### src/rtl/char_buf_console_ctrl.sv
// Terminal-style write sequencer for the character buffer write port: cursor, control codes, clear engine.
// Optional CHAR_BUF_AUTOCLEAR_EN: blank the whole buffer automatically when reset is released.
module char_buf_console_ctrl #(
    parameter int          COLS   = 160,
    parameter int          ROWS   = 64,
    parameter int          ADDR_W = 14,
    parameter logic [7:0]  BLANK  = 8'h20
) (
    input  logic              w_clk,
    input  logic              rst,
    input  logic              in_valid,
    input  logic [7:0]        in_data,
    output logic              in_ready,
    input  logic              clr_req,
    output logic              busy,
    output logic              w,
    output logic [ADDR_W-1:0] w_addr,
    output logic [7:0]        a_in,
    output logic [5:0]        cur_row,
    output logic [7:0]        cur_col
);

    localparam logic [7:0]        COL_LAST = 8'(COLS - 1);
    localparam logic [5:0]        ROW_LAST = 6'(ROWS - 1);
    localparam logic [ADDR_W-1:0] COLS_A   = ADDR_W'(COLS);
    localparam logic [ADDR_W-1:0] CNT_LAST = ADDR_W'(COLS * ROWS - 1);
    localparam logic [ADDR_W-1:0] ONE_A    = ADDR_W'(1);

    typedef enum logic [0:0] {IDLE, CLEAR} state_t;

    state_t            state, state_n;
    logic [ADDR_W-1:0] row_base, row_base_n;
    logic [ADDR_W-1:0] cnt, cnt_n;
    logic [ADDR_W-1:0] w_addr_n;
    logic [7:0]        a_in_n;
    logic [7:0]        col_n;
    logic [5:0]        row_n;
    logic              w_n;
    logic              row_step;
    logic              boot_clr;

`ifdef CHAR_BUF_AUTOCLEAR_EN
    // One-cycle flag after reset that kicks off a clear without a host request.
    always_ff @(posedge w_clk) begin
        boot_clr <= rst;
    end
`else
    assign boot_clr = 1'b0;
`endif

    assign in_ready = (state == IDLE) & ~clr_req & ~boot_clr;
    assign busy     = (state == CLEAR);

    always_comb begin
        state_n    = state;
        row_n      = cur_row;
        col_n      = cur_col;
        row_base_n = row_base;
        cnt_n      = cnt;
        w_n        = 1'b0;
        w_addr_n   = w_addr;
        a_in_n     = a_in;
        row_step   = 1'b0;

        case (state)
            IDLE: begin
                if (clr_req || boot_clr) begin
                    state_n = CLEAR;
                    cnt_n   = '0;
                end else if (in_valid) begin
                    if (in_data >= 8'h20 && in_data <= 8'h7E) begin
                        w_n      = 1'b1;
                        w_addr_n = row_base + ADDR_W'(cur_col);
                        a_in_n   = in_data;
                        if (cur_col == COL_LAST) begin
                            col_n    = '0;
                            row_step = 1'b1;
                        end else begin
                            col_n = cur_col + 8'd1;
                        end
                    end else begin
                        case (in_data)
                            8'h0A: begin
                                col_n    = '0;
                                row_step = 1'b1;
                            end
                            8'h0D: col_n = '0;
                            8'h08: if (cur_col != '0) col_n = cur_col - 8'd1;
                            8'h0C: begin
                                state_n = CLEAR;
                                cnt_n   = '0;
                            end
                            default: ;
                        endcase
                    end
                end
            end
            CLEAR: begin
                w_n      = 1'b1;
                w_addr_n = cnt;
                a_in_n   = BLANK;
                if (cnt == CNT_LAST) begin
                    state_n    = IDLE;
                    row_n      = '0;
                    col_n      = '0;
                    row_base_n = '0;
                end else begin
                    cnt_n = cnt + ONE_A;
                end
            end
            default: state_n = IDLE;
        endcase

        // Row base tracks the row by stepping COLS at a time, so no multiplier is needed.
        if (row_step) begin
            if (cur_row == ROW_LAST) begin
                row_n      = '0;
                row_base_n = '0;
            end else begin
                row_n      = cur_row + 6'd1;
                row_base_n = row_base + COLS_A;
            end
        end
    end

    always_ff @(posedge w_clk) begin
        if (rst) begin
            state    <= IDLE;
            cur_row  <= '0;
            cur_col  <= '0;
            row_base <= '0;
            cnt      <= '0;
            w        <= 1'b0;
            w_addr   <= '0;
            a_in     <= '0;
        end else begin
            state    <= state_n;
            cur_row  <= row_n;
            cur_col  <= col_n;
            row_base <= row_base_n;
            cnt      <= cnt_n;
            w        <= w_n;
            w_addr   <= w_addr_n;
            a_in     <= a_in_n;
        end
    end

endmodule

### config.mk
export PLATFORM = sky130hd
export DESIGN_NAME = char_buf_console_ctrl
export DESIGN_NICKNAME = d
export VERILOG_FILES = /design/src/rtl/char_buf_console_ctrl.sv
export SDC_FILE = /design/constraint.sdc
export NUM_CORES = 1
export LEC_CHECK = 0
export ABC_CLOCK_PERIOD_IN_PS = 2400
export CORE_AREA = 2 2 85 87
export CTS_BUF_LIST = sky130_fd_sc_hd__clkbuf_8
export CTS_CLUSTER_SIZE = 8
export DETAILED_ROUTE_END_ITERATION = 10
export DIE_AREA = 0 0 87 89
export PLACE_DENSITY = 0.76
export SYNTH_ARGS = -nofsm -noshare
export SYNTH_HDL_FRONTEND = slang
export SYNTH_SLANG_ARGS = --single-unit
### constraint.sdc
create_clock -name w_clk -period 2.4 [get_ports w_clk]
set_input_delay 0.36 -clock w_clk [delete_from_list [all_inputs] [get_ports w_clk]]
set_output_delay 0.36 -clock w_clk [all_outputs]
set_load 0.01 [all_outputs]
==> flow_summary_export.csv, run 1 <==
group,metric,value,unit
power_and_ir_drop,powerDensity,542,nW/um^2
floorplan,ios,51,
sta,rsz0062_at_grt,"no",
logic_synthesis,ys_seq_area_share,37.0,%
clocking,ctsHoldBuffers,0,
grt,grt_overflow,0,
floorplan,rows,30,
worst_setup_path,required,2.04,ns
logic_synthesis,synth_fp_nets,429,
worst_setup_path,endpoint_kind,"primary output",
worst_setup_path,r2r_start,"busy",
clocking,tritoncts,"built",
grt,track_usage,25.1,%
drt,num_vias,3463,
worst_setup_path,path_max_fanout,27,
drt,drc,0,
logic_synthesis,ys_types,56,
layout,nets,526,
floorplan,dieArea,7740,sq um
sta,slew_viol_final,0,
logic_synthesis,synth.avg_cell_area,8.11,sq um
run,drv_cap,0,
min_path,hp-start,"in_data[0]",
clocking,root_buffer,"clkbuf_8",
worst_setup_path,cp_common_cell,"buf_4",
logic_synthesis,netlist.area_leader.share,37.0,%
logic_synthesis,synth.area.top_cells,"dfxtp_1 37%, nor2_1 6.0%, a21oi_1 3.8%, ha_1 3.8%, nand2_1 3.8%",
clocking,clk_latency,0.35,ns
power_and_ir_drop,p_leak,1.81,nW
logic_synthesis,ys_seq_elements,61,
run_status,status,"finished, final reports clean",
sta,setup-tns-final,0,ns
clocking,clock-sinks,61,
drt,routed_wl,9.46,mm
drt,routedWlPerCell,16.1,microns
power_and_ir_drop,p_total,2.49,mW
drt,drtIter0Drc,221,
worst_setup_path,arrival,1.96,ns
worst_setup_path,start_kind,"register",
min_path,hold_class,"in2reg",
grt,antenna_found_initial,0,
logic_synthesis,ys_warn_count,0,
worst_setup_path,critPathMaxStageDelay,0.59,ns
sta,fin_crit_sh,96.8,%
logic_synthesis,synth_edf_count,0,
sta,clock_skew,0.0130,ns
logic_synthesis,synth_flop_cell,"dfxtp_1",
sta,fmax,430,MHz
logic_synthesis,syn-cell-area,3300,sq um
floorplan,start_util,49.1,%
floorplan,fp.dieH,89,microns
grt,grt_pass1_vias,3225,
worst_setup_path,crit_start,"busy",
logic_synthesis,yosys.area.top_type,"dfxtp_1",
worst_setup_path,cp_cell_sequence,"buf_4 -> buf_4 -> nor2_1 -> clkdlybuf4s50_1",
layout,drive_above_1_share,19.1,%
logic_synthesis,postSynth.asyncResetShare,0,%
worst_setup_path,worstSetupPathType,"reg2out",
sta,finalCriticalPeriod,2.32,ns
floorplan,coreArea,6720,sq um
floorplan,die_w,87,microns
drt,via_per_inst,5.88,
logic_synthesis,synth_commonest_cells,"61 x dfxtp_1, 53 x nor2_1, 33 x nand2_1",
sta,tightest_slew,0.618,ns
clocking,htree_levels,3,
worst_setup_path,cp_slowest_cell,"clkdlybuf4s50_1",
power_and_ir_drop,peakVddDrop,402,uV
logic_synthesis,synth.most_common_cell,"dfxtp_1",
sta,finalHoldViolCount,0,
place,gp_congestion,0.897,
place,dp_hpwl,6.69,mm
drt,drtPass1Iterations,4,
sta,setup_violations,0,
grt,grt_max_degree,39,
layout,synthToLayoutAreaGrowth,39.2,%
layout,diodes,0,
layout,fillCellCount,554,
drt,ant_nets,0,
clocking,clk_path_buf_depth,2,
logic_synthesis,syn_inst,407,
clocking,path_clk_slew,0.07,ns
sta,maxSlewHeadroom,58.6,%
clocking,cts_buffers,9,
place,portBuffers,50,
grt,grt_pass1_wl,15.4,mm
## final timing paths
path	end	slack, ns	depth (start not counted)
hold / removal	a_in[0]	0.41	4
hold reg to reg	a_in[7]	0.49	1
setup / recovery	in_ready	0.08	4
setup reg to reg	cur_col[5]	0.19	7
## sequential cells by signal (all words and copies together), names as in the netlist
name	flops
w	1
cur_col	8
a_in	8
w_addr	14
row_base	9
busy	1
cur_row	6
cnt	14
## routing by layer
layer | vias to the layer above | GRT usage [%] | wire length, microns
li1 | 1677 | - | -
met1 | 1658 | 30.9 | 4140
met2 | 113 | 43.7 | 4690
met3 | 15 | 6.09 | 487
met4 | 0 | 7.53 | 144
met5 | - | 0 | 0
## layout by cell type, fill, tap and decap left out, types with 3 or more instances in the layout
master / n
dfxtp_1: 61
buf_4: 56
nor2_1: 53
clkdlybuf4s50_1: 44
nand2_1: 33
nand3_1: 23
a21oi_1: 23
o21ai_0: 18
xnor2_1: 14
nor3_1: 12
clkbuf_8: 12
inv_1: 11
mux2i_1: 10
ha_1: 10
nand4_1: 9
xor2_1: 8
nand3b_1: 7
and3_1: 7
a31oi_1: 6
dlymetal6s2s_1: 6
nor3_2: 4
o21ai_1: 4
nand2b_1: 4
or4_1: 4
or3_1: 4
a222oi_1: 4
o221a_2: 4
and4_1: 3
or4_4: 3
nor4_1: 3
a21o_1: 3
o31ai_1: 3
bufinv_16: 3
## critical path: cells and delay by family, from the launching register on
kind	cells	cell delay [ns]
simple gates	1	0.25
buf+inv	3	0.97
flops	1	0.39
## area by class of cell
cell class	instances	area [sq um]	share of cell area [%]
inverter	10	37.5	0.817
tap	80	100	2.18
clock inverter	4	93.8	2.04
sequential	61	1220	26.6
multi-input combinational	315	2030	44.2
clock buffer	12	165	3.59
timing repair buffer	107	947	20.6
## kinds of logic (layout without fill, tap and decap cells)
logic type               count (synthesis)  in the layout  synth area share, %
adder cells (fa/ha/maj)                 10             10                 3.79
flip-flops                              61             61                 37.0
other                                    1              1                0.114
XOR/XNOR                                22             22                 5.84
AO/OA/AOI/OAI                           88             88                 17.6
multiplexers                            11             11                 3.34
AND/OR/NAND/NOR                        183            183                 28.5
buffers and inverters                   31            133                 3.83
## stage by stage
step	area (sq um)	util, %	worst slack [ns]	std cells	hold WS (ns)
finish	4590	68.4	0.0770	589	0.409
global route	4590	68.4	0.0286	589	0.425
CTS	4500	67.0	0.0140	588	0.492
detailed placement	4230	63.0	-0.395	572	0.483
global placement	4230	63.0	-0.344	572	0.465
floorplan	3300	-	0.0862	407	0.457
## report_power, final
part	internal, mW	total (mW)	switching [mW]
combinational	0.131	0.266	0.135
sequential	1.03	1.04	0.0128
clock	0.772	1.19	0.415
## timing repair
action,CTS,global route
hold endpoints to repair,0,0
setup buffers,0,1
gates resized for setup,2,21
endpoints found under the setup margin,5,19
pin swaps,1,6
No activity file was read; power rests on OpenSTA's default activity.
==> run 2, diff against run 1 <==
ABC_CLOCK_PERIOD_IN_PS = 2700   (was 2400)
CORE_AREA = 2 2 78 80   (was 2 2 85 87)
DIE_AREA = 0 0 80 82   (was 0 0 87 89)
PLACE_DENSITY = 0.85   (was 0.76)
clock period = 2.7 ns   (was 2.4 ns; I/O delays follow)
==> flow_summary_export.csv, run 2 (synthesis gave the netlist of run 1 again) <==
group,metric,value,unit
floorplan,ios,51,
min_path,hp-start,"a_in[7]",
clocking,clk_latency,0.35,ns
sta,fmax,381,MHz
sta,rsz0062_at_grt,"no",
place,pre_cts_slack,-0.132,ns
power_and_ir_drop,p_sw,0.490,mW
clocking,root_buffer,"clkbuf_8",
floorplan,dieArea,6560,sq um
layout,layout_commonest_cell,"dfxtp_1",
power_and_ir_drop,peakVddDrop,336,uV
sta,finalWorstSetupSlack,0.0772,ns
clocking,post_cts_buffers,0,
sta,fin_crit_sh,97.1,%
place,gp_congestion,0.913,
worst_setup_path,ff2ff_path_depth,7,
drt,wl_met1,3.76,mm
drt,drtPass1Iterations,5,
clocking,cts_resized,0,
grt,grt_max_degree,23,
place,portBuffers,50,
sta,maxSlewHeadroom,60.0,%
layout,nets,501,
clocking,clock-sinks,61,
layout,layout_common_cells,"61 x dfxtp_1, 53 x nor2_1, 50 x clkdlybuf4s50_1",
layout,diodes,0,
drt,num_vias,3406,
worst_setup_path,reg2reg_to,"row_base[11]",
power_and_ir_drop,p_leak,1.60,nW
power_and_ir_drop,p_int,1.46,mW
drt,highest_layer,"met4",
floorplan,die_w,80,microns
worst_setup_path,start_kind,"input port",
layout,reg_top3,"cnt x14, w_addr x14, row_base x9",
min_path,hold_end,"a_in[7]",
clocking,cts_buffers,9,
run_status,status,"finished, final reports clean",
worst_setup_path,path_max_fanout,14,
clocking,path_clk_slew,0.07,ns
clocking,htree_levels,3,
drt,via_per_inst,6.09,
clocking,tritoncts,"built",
run,drv_cap,0,
power_and_ir_drop,seqPwrFrac,47.4,%
grt,grt_pass1_wl,14.8,mm
layout,final_cell_count_no_fill,559,
layout,drive_above_1_share,12.4,%
power_and_ir_drop,powerDensity,460,nW/um^2
sta,finalCriticalPeriod,2.62,ns
worst_setup_path,required,2.96,ns
place,dp.cells,543,
grt,antenna_found_initial,0,
drt,routedWlPerCell,16.2,microns
sta,clock_skew,0.00978,ns
worst_setup_path,worstSetupPathType,"in2reg",
place,dp_hpwl,6.39,mm
min_path,whs_path_depth,1,
grt,track_usage,29.1,%
power_and_ir_drop,p_comb_share,10.7,%
sta,finalHoldViolCount,0,
worst_setup_path,r2r_start,"busy",
drt,dr_wl_met2,4.53,mm
sta,slew_viol_final,0,
floorplan,rows,28,
floorplan,fp.dieH,82,microns
floorplan,coreArea,5750,sq um
grt,grt_pass1_vias,3228,
sta,setup_violations,0,
drt,drtIter0Drc,296,
layout,synthToLayoutAreaGrowth,28.7,%
worst_setup_path,arrival,2.89,ns
worst_setup_path,r2r_slack,0.22,ns
clocking,ctsHoldBuffers,0,
drt,wl_met3,579,microns
power_and_ir_drop,swShare,25.1,%
sta,tightest_slew,0.595,ns
drt,drc,0,
clocking,clk_path_buf_depth,2,
worst_setup_path,endpoint_kind,"register",
drt,routed_wl,9.04,mm
min_path,hold_class,"reg2reg",
power_and_ir_drop,p_clk_share,41.9,%
grt,grt_overflow,0,
floorplan,start_util,57.4,%
drt,ant_nets,0,
run 2: worst max-delay path: stages:
cell	delay [ns]
clkdlybuf4s50_1	0.43
or4_4	0.55
buf_4	0.16
nor4_1	0.51
a21oi_1	0.20
nor3_2	0.19
buf_4	0.21
nand2_1	0.06
o21ai_0	0.17
run 2: routing by layer:
layer / global-route usage [%] / vias to the layer above
li1: - / 1631
met1: 35.7 / 1609
met2: 51.2 / 145
met3: 6.04 / 21
met4: 9.32 / 0
met5: 0 / -
run 2: worst max path at each step:
stage	depth (start not counted)	end	start	slack, ns
after floorplan	6	cur_col[4]	in_data[6]	0.34
after global placement	6	cur_col[5]	in_data[6]	-0.10
after detailed placement	6	cur_col[5]	in_data[6]	-0.13
after CTS	9	row_base[11]	in_data[6]	0.15
after global routing	9	row_base[11]	in_data[6]	0.03
final	9	row_base[11]	in_data[6]	0.08
run 2: layout make-up:
class / count / area, sq um
Multi-Input combinational cell: 315 / 1950
Fill cell: 456 / 1500
Sequential cell: 61 / 1220
Timing Repair Buffer: 82 / 741
Clock buffer: 10 / 138
Tap cell: 75 / 93.8
Clock inverter: 6 / 62.6
Inverter: 10 / 37.5
run 2: per-stage QoR:
| stage | setup TNS, ns | hold slack, ns | cell area, sq um | total power, mW | util, % |
|---|---|---|---|---|---|
| after global routing | 0 | 0.508 | 4250 | 2.02 | 73.9 |
| after floorplan | 0 | 0.457 | 3300 | 1.05 | - |
| after CTS | 0 | 0.495 | 4250 | 1.96 | 73.9 |
| after detailed placement | -1.35 | 0.484 | 4050 | 1.15 | 70.4 |
| final | 0 | 0.487 | 4250 | 1.95 | 73.9 |
| after global placement | -0.735 | 0.464 | 4050 | 1.14 | 70.4 |
run 2: power groups by stage:
stage          Combinational, mW  Clock [mW]  Sequential (mW)
2_1_floorplan              0.102           0            0.946
4_1_cts                    0.206       0.825            0.925
3_5_place_dp               0.203           0            0.945
6_report                   0.208       0.817            0.925
5_1_grt                    0.225       0.869            0.926
3_3_place_gp               0.199           0            0.944
